**src/rtl/ips2l_pcie_tx_arb.sv**
```systemverilog
// Packet-granular round-robin arbiter: one requester owns the shared TX TLP stream
// from grant until its last beat is accepted, through a single registered output stage.
module ips2l_pcie_tx_arb #(
    parameter int NUM_REQ    = 3,
    parameter int DATA_WIDTH = 128
) (
    input  logic                          clk,
    input  logic                          rst,
    input  logic [NUM_REQ-1:0]            req_valid,
    input  logic [NUM_REQ*DATA_WIDTH-1:0] req_data,
    input  logic [NUM_REQ-1:0]            req_last,
    output logic [NUM_REQ-1:0]            req_ready,
    output logic                          tx_valid,
    output logic [DATA_WIDTH-1:0]         tx_data,
    output logic                          tx_last,
    input  logic                          tx_ready,
    output logic [NUM_REQ-1:0]            grant,
    output logic                          busy
);

    localparam int PTR_W = (NUM_REQ > 1) ? $clog2(NUM_REQ) : 1;

    typedef enum logic {IDLE, XFER} state_t;

    state_t                 state_reg, state_next;
    logic [PTR_W-1:0]       ptr_reg, ptr_next;
    logic [NUM_REQ-1:0]     grant_reg, grant_next;
    logic                   tx_valid_reg;
    logic [DATA_WIDTH-1:0]  tx_data_reg;
    logic                   tx_last_reg;

    logic                   out_free;
    logic                   beat_acc;
    logic                   owner_last;
    logic [PTR_W-1:0]       owner_idx;
    logic [DATA_WIDTH-1:0]  owner_data;
    logic [DATA_WIDTH-1:0]  masked_data [NUM_REQ];
    logic [PTR_W-1:0]       cand_idx [NUM_REQ];
    logic [NUM_REQ-1:0]     rot_valid;
    logic [PTR_W-1:0]       sel_idx;

    assign out_free   = !tx_valid_reg || tx_ready;
    assign req_ready  = (state_reg == XFER && out_free) ? grant_reg : '0;
    assign beat_acc   = |(req_valid & req_ready);
    assign owner_last = |(req_last & grant_reg);

    // Candidate k of the scan is requester (ptr + k) mod NUM_REQ.
    generate
        for (genvar gi = 0; gi < NUM_REQ; gi++) begin : g_req
            logic [PTR_W:0] sum;
            assign sum = {1'b0, ptr_reg} + (PTR_W+1)'(gi);
            assign cand_idx[gi]    = (sum >= (PTR_W+1)'(NUM_REQ)) ?
                                     PTR_W'(sum - (PTR_W+1)'(NUM_REQ)) : PTR_W'(sum);
            assign rot_valid[gi]   = req_valid[cand_idx[gi]];
            assign masked_data[gi] = grant_reg[gi] ?
                                     req_data[gi*DATA_WIDTH +: DATA_WIDTH] : '0;
        end
    endgenerate

    // Downward scan so the lowest-offset valid candidate wins.
    always_comb begin
        sel_idx = '0;
        for (int k = NUM_REQ - 1; k >= 0; k--) begin
            if (rot_valid[k]) begin
                sel_idx = cand_idx[k];
            end
        end
    end

    always_comb begin
        owner_data = '0;
        owner_idx  = '0;
        for (int i = 0; i < NUM_REQ; i++) begin
            owner_data = owner_data | masked_data[i];
            if (grant_reg[i]) begin
                owner_idx = PTR_W'(i);
            end
        end
    end

    always_comb begin
        state_next = state_reg;
        grant_next = grant_reg;
        ptr_next   = ptr_reg;
        case (state_reg)
            IDLE: begin
                if (|req_valid) begin
                    grant_next = {{(NUM_REQ-1){1'b0}}, 1'b1} << sel_idx;
                    state_next = XFER;
                end
            end
            XFER: begin
                if (beat_acc && owner_last) begin
                    state_next = IDLE;
                    grant_next = '0;
                    ptr_next   = (owner_idx == PTR_W'(NUM_REQ - 1)) ? '0 : owner_idx + 1'b1;
                end
            end
            default: begin
                state_next = IDLE;
                grant_next = '0;
            end
        endcase
    end

    always_ff @(posedge clk) begin
        if (rst) begin
            state_reg <= IDLE;
            ptr_reg   <= '0;
            grant_reg <= '0;
        end else begin
            state_reg <= state_next;
            ptr_reg   <= ptr_next;
            grant_reg <= grant_next;
        end
    end

    // A new owner beat overwrites the stage in the same edge the old one drains.
    always_ff @(posedge clk) begin
        if (rst) begin
            tx_valid_reg <= 1'b0;
            tx_data_reg  <= '0;
            tx_last_reg  <= 1'b0;
        end else if (beat_acc) begin
            tx_valid_reg <= 1'b1;
            tx_data_reg  <= owner_data;
            tx_last_reg  <= owner_last;
        end else if (tx_ready) begin
            tx_valid_reg <= 1'b0;
        end
    end

    assign tx_valid = tx_valid_reg;
    assign tx_data  = tx_data_reg;
    assign tx_last  = tx_last_reg;
    assign grant    = grant_reg;
    assign busy     = (state_reg == XFER);

endmodule

```
**config.mk**
```make
export PLATFORM = sky130hd
export DESIGN_NAME = ips2l_pcie_tx_arb
export DESIGN_NICKNAME = d
export VERILOG_FILES = /design/src/rtl/ips2l_pcie_tx_arb.sv
export SDC_FILE = /design/constraint.sdc
export NUM_CORES = 1
export LEC_CHECK = 0
export CELL_PAD_IN_SITES_DETAIL_PLACEMENT = 1
export CELL_PAD_IN_SITES_GLOBAL_PLACEMENT = 1
export CORE_AREA = 3 3 203 205
export CTS_BUF_LIST = sky130_fd_sc_hd__clkbuf_8 sky130_fd_sc_hd__clkbuf_16
export DETAILED_ROUTE_END_ITERATION = 7
export DIE_AREA = 0 0 206 208
export DONT_BUFFER_PORTS = 1
export GPL_TIMING_DRIVEN = 0
export PLACE_DENSITY_LB_ADDON = 0.15
export SYNTH_ARGS = -nofsm -noshare
export SYNTH_HDL_FRONTEND = slang
export SYNTH_SLANG_ARGS = --single-unit
```
**constraint.sdc**
```tcl
create_clock -name clk -period 5.4 [get_ports clk]
set_input_delay 1.35 -clock clk [delete_from_list [all_inputs] [get_ports clk]]
set_output_delay 1.35 -clock clk [all_outputs]
set_load 0.03 [all_outputs]
```
# Word-level counts from Yosys, hierarchy flattened
# Index checks and enable logic that the tools add are counted.
# word_totals
in_bits	393
ff_bits	136
word_cells	64
out_inout_bits	137
# classes
shifts	1
add_sub_neg	6
reduce_logical	10
magnitude_cmp	6
muxes	27
n_eq_ne	3
bitwise_logic	5
# op_table
op	count
2-to-1 mux 128 bit	3
OR 128 bit	2
2-to-1 mux 2 bit	8
< comparator 2 x 3 -> 1 bit (second input constant)	3
2-to-1 mux 3 bit	3
OR reduction 3 bit	3
2-to-1 mux 1 bit	8
AND 3 bit	2
binary-select mux 1 bit (select 2 bit)	3
greater-or-equal comparator 3 x 2 -> 1 bit (second input constant)	2
case mux 3 bit (2 select lines)	1
subtractor 2 bit (second input constant)	3
AND reduction 2 bit	2
adder 2 x 1 -> 3 bit (second input constant)	1
adder 2 x 2 -> 3 bit (second input constant)	1
<< shifter 1 x 2 -> 3 bit (first input constant)	1
adder 2 x 1 -> 2 bit (second input constant)	1
equality test 2 bit (second input constant)	1
greater-or-equal comparator 2 bit (second input constant)	1
logical AND 1 bit	2
!= test 2 x 1 -> 1 bit (second input constant)	1
!= test 2 bit (second input constant)	1
case mux 1 bit (2 select lines)	1
nonzero test 2 bit	1
3 further kinds	3

# Longest topological paths before layout
# depth
ltp_word	11
ltp_mapped	7
depth_no_buf	6

# Worst setup path before layout
# OpenSTA, ideal clock, no wires.
# synth_path
path_type	input to output
from	input port tx_ready
to	output port req_ready[0]
t_arrival_ns	1.932
path_slack_ns	2.118
required_ns	4.050
path_buffers	0
stages	3
cell_sequence	nor2b_1 nor2_1 and2_1
# synth_via
elab_chain_cells	3
# synth_rtl
element	line	text
start: declaration	16	input logic tx_ready,
logical OR 1 bit	42	assign out_free = !tx_valid_reg || tx_ready;
logical AND 1 bit	43	assign req_ready = (state_reg == XFER && out_free) ? grant_reg : '0;
2-to-1 mux 3 bit	43	
end: declaration	12	output logic [NUM_REQ-1:0] req_ready,
# Every way passes these cells.

# Worst setup path after layout
# layout_path
from	register grant_reg[1], in the netlist grant[1]
to	output port req_ready[1]
# layout_via
elab_chain_cells	1
# layout_rtl
element	line	text
start: declaration	27	logic [NUM_REQ-1:0] grant_reg, grant_next;
start signal: assignment	114	grant_reg <= grant_next;
2-to-1 mux 3 bit	43	
# Every way passes these cells.

==> metrics.md <==
| Metric | Value |
|---|---|
| Outcome | `complete, but fails checks` |
| Failing checks | `design-rule violations` |
| CTS root buffer | `clkbuf_16` |
| Buf+Inv Stages, Crit Path | `3` |
| Io pins | `between 500 and 600` |
| Final Cell Area | `7595 sq um` |
| Final WL | `roughly 36 mm` |
| GR Util All Layers | `15.88%` |
| Die height | `between 200 and 250 um` |
| Post-synth top area cell | `dfxtp_1` |
| Initial antenna violation count | `2` |
| Share of the synthesized area in the top cell type | `43.07%` |
| Placeable Area | `39640 sq um` |
| Pin count of the biggest net entering global routing | `17` |
| Placement Cell Area | `between 6000 and 7000 sq um` |
| Worst-Margin Slew | `1.208 ns` |
| CTS resizes | `0` |
| WP data required | `between 4 and 5 ns` |
| CTS Buf Count | `17` |
| CP delay by family, top | `buffers and inverters` |
| Ys async rst share | `0%` |
| Crit share post-route | `82.47%` |
| Pleak | `2.149 nW` |
| CTS max path bufs | `2` |
| Synth unique cells | `31` |
| Crit path largest cell delay | `~0.88 ns` |
| GRT Residual Overflow | `0` |
| Post-layout util | `19.16%` |
| Hold_ws | `approximately 0.53 ns` |
| Final setup violating endpoints | `0` |
| DR vias/cell | `5.150` |
| Vias | `6268` |
| CP most frequent cell | `clkbuf_1` |
| Place WS | `about 1.3 ns` |
| Max Clock Freq | `between 0.2 and 0.25 GHz` |
| Register area share after synthesis | `about 43%` |
| Avg WL per Cell | `~29 um` |
| Critical Path Sink Type | `output port` |
| Global-route wire length before repair | `a little under 50 mm` |
| Worst Setup Path Type | `reg2out` |
| Post-layout min period | `4.453 ns` |
| Number of synthesized flops with an enable pin | `0` |
| Die ar. | `42850 sq um` |
| Final worst slack | `0.9467 ns` |
| Synthesized net count | `between 1000 and 1500` |
| Share of layout cells above drive strength 1 | `approximately an eighth` |
| Crit-path cells | `buf_2, clkbuf_1, clkbuf_1, and2_1` |
| Starting Density | `15.95%` |
| Nets | `roughly 1100` |
| Synth top area cells | `dfxtp_1 43%, a222oi_1 21%, a211oi_1 12%` |
| H-tree Lvls | `4` |
| Hold/Removal Path Class | `reg2reg` |
| Post-synthesis register bit count | `136` |
| Area Overhead vs Synth | `20.15%` |
| Max_slew headroom | `19.48%` |
| Final Max Tran Viols | `0` |
| Post-route DRC violation count | `6` |
| Commonest cells post-synth | `136 x dfxtp_1, 134 x nor2_1, 130 x a222oi_1, 100 x a211oi_1, 59 x clkbuf_1` |
| Row Count | `73` |
| Slowest CP cell | `clkbuf_1` |
| Setup TNS | `0 ns` |
| RSZ-0062 raised after global routing | `no` |
| Vias in the first global route | `approximately 6700` |
| Post-Syn Area | `6321 sq um` |
| Avg Inst Size Synth | `roughly 9.6 sq um` |
| Max IR drop VDD | `roughly 0.17 mV` |
| Fillers | `approximately 4700` |
| Post-route ant nets | `0` |
| Top FF cell, synth | `dfxtp_1` |
| Clock Skews | `0.006400 ns` |
| MaxCap Viol Count | `0` |
| First-pass iteration count of the detailed router | `8` |
| Final Wtd Congestion | `around 0.79` |
| Clk_lat worst skew | `around 0.43 ns` |
| # port buffers | `0` |
| Ys Warns | `0` |
| Max FO, Critical Path | `10` |
| Die Wd | `approximately 210 um` |
| Sink Count | `roughly 140` |
| Startpoint Class | `flip-flop` |
| Max reg flops | `about 130` |
| First DRT Iteration DRCs | `approximately 690` |
| Post-CTS Hold Fix Bufs | `0` |
| Most frequent cell after synthesis | `dfxtp_1` |
| Pwr dens | `around 380 nW/um^2` |
| DP HPWL | `between 20 and 30 mm` |
| CP arrival | `3.10 ns` |
| Post-CTS repair timing setup buffer count | `0` |
| Clock slew seen by the registers of the worst setup and hold paths | `about 0.06 ns` |
| Synth Instances | `~660` |
| Final hold vios | `0` |
| CTS tree | `done` |
==> metal layers <==
metal	up-vias	wire length [um]	global-route usage, %
li1	2782	-	-
met1	3102	13780	17.87
met2	356	18200	28.27
met3	28	3064	5.523
met4	0	517	4.448
met5	-	0	0
==> area by class of cell <==
cell class	count	area, sq um	share of cell area (%)
clock inverter	11	131.4	1.730
sequential	136	2723	35.85
tap	525	656.9	8.649
buffer	88	390.4	5.140
antenna	2	5.005	0.06590
clock buffer	21	480.5	6.326
multi-input combinational	430	3193	42.04
inverter	4	15.01	0.1977
==> metrics by stage <==
| stage | std cells | total power, mW |
|---|---|---|
| floorplan | 658 | 1.495 |
| global placement | 1183 | 1.640 |
| detailed placement | 1183 | 1.643 |
| CTS | 1215 | 2.940 |
| global route | 1216 | 3.015 |
| finish | 1217 | 2.869 |
==> layout by cell type (no fill, tap or decap), types with 2 or more instances in the layout <==
cell type and count:
and2_1 3, o32ai_1 2, nor3_1 2, buf_2 24
ha_1 3, clkbuf_1 59, buf_6 3, nand3b_1 4
dfxtp_1 136, nor2_1 134, bufinv_16 3, a211oi_2 29
clkinvlp_4 3, clkbuf_8 4, inv_1 9, diode_2 2
a211oi_1 100, nand2_1 4, a222oi_1 130, buf_4 2
a21oi_1 2, nor2b_1 4, clkbuf_16 17
==> power breakdown <==
group | switching (mW) | internal (mW) | total, mW
clock network | 0.491 | 0.768 | 1.26
logic | 0.239 | 0.135 | 0.374
registers | 0.172 | 1.06 | 1.24
==> final timing paths <==
kind               from           end  slack (ns)  cells after the start
min          ptr_reg[1]    ptr_reg[1]        0.53                      2
max            grant[1]  req_ready[1]        0.95                      4
max reg2reg    grant[1]  tx_data[113]        2.55                      5
min reg2reg  ptr_reg[1]    ptr_reg[1]        0.53                      2
==> cells by family after synthesis <==
logic type	count (synthesis)	synth area share, %
AOI/OAI and AO/OA	269	39.47
adders and majority gates	3	0.5939
buffers and inverters	92	6.413
DFF	136	43.07
and+or+nand+nor	158	10.45
==> worst min-delay path, cell delays in order, from the launching register on <==
cell	delay [ns]
dfxtp_1	0.35
nand2b_1	0.08
a21oi_1	0.05
Note: power is estimated with default switching activity, not from simulation.
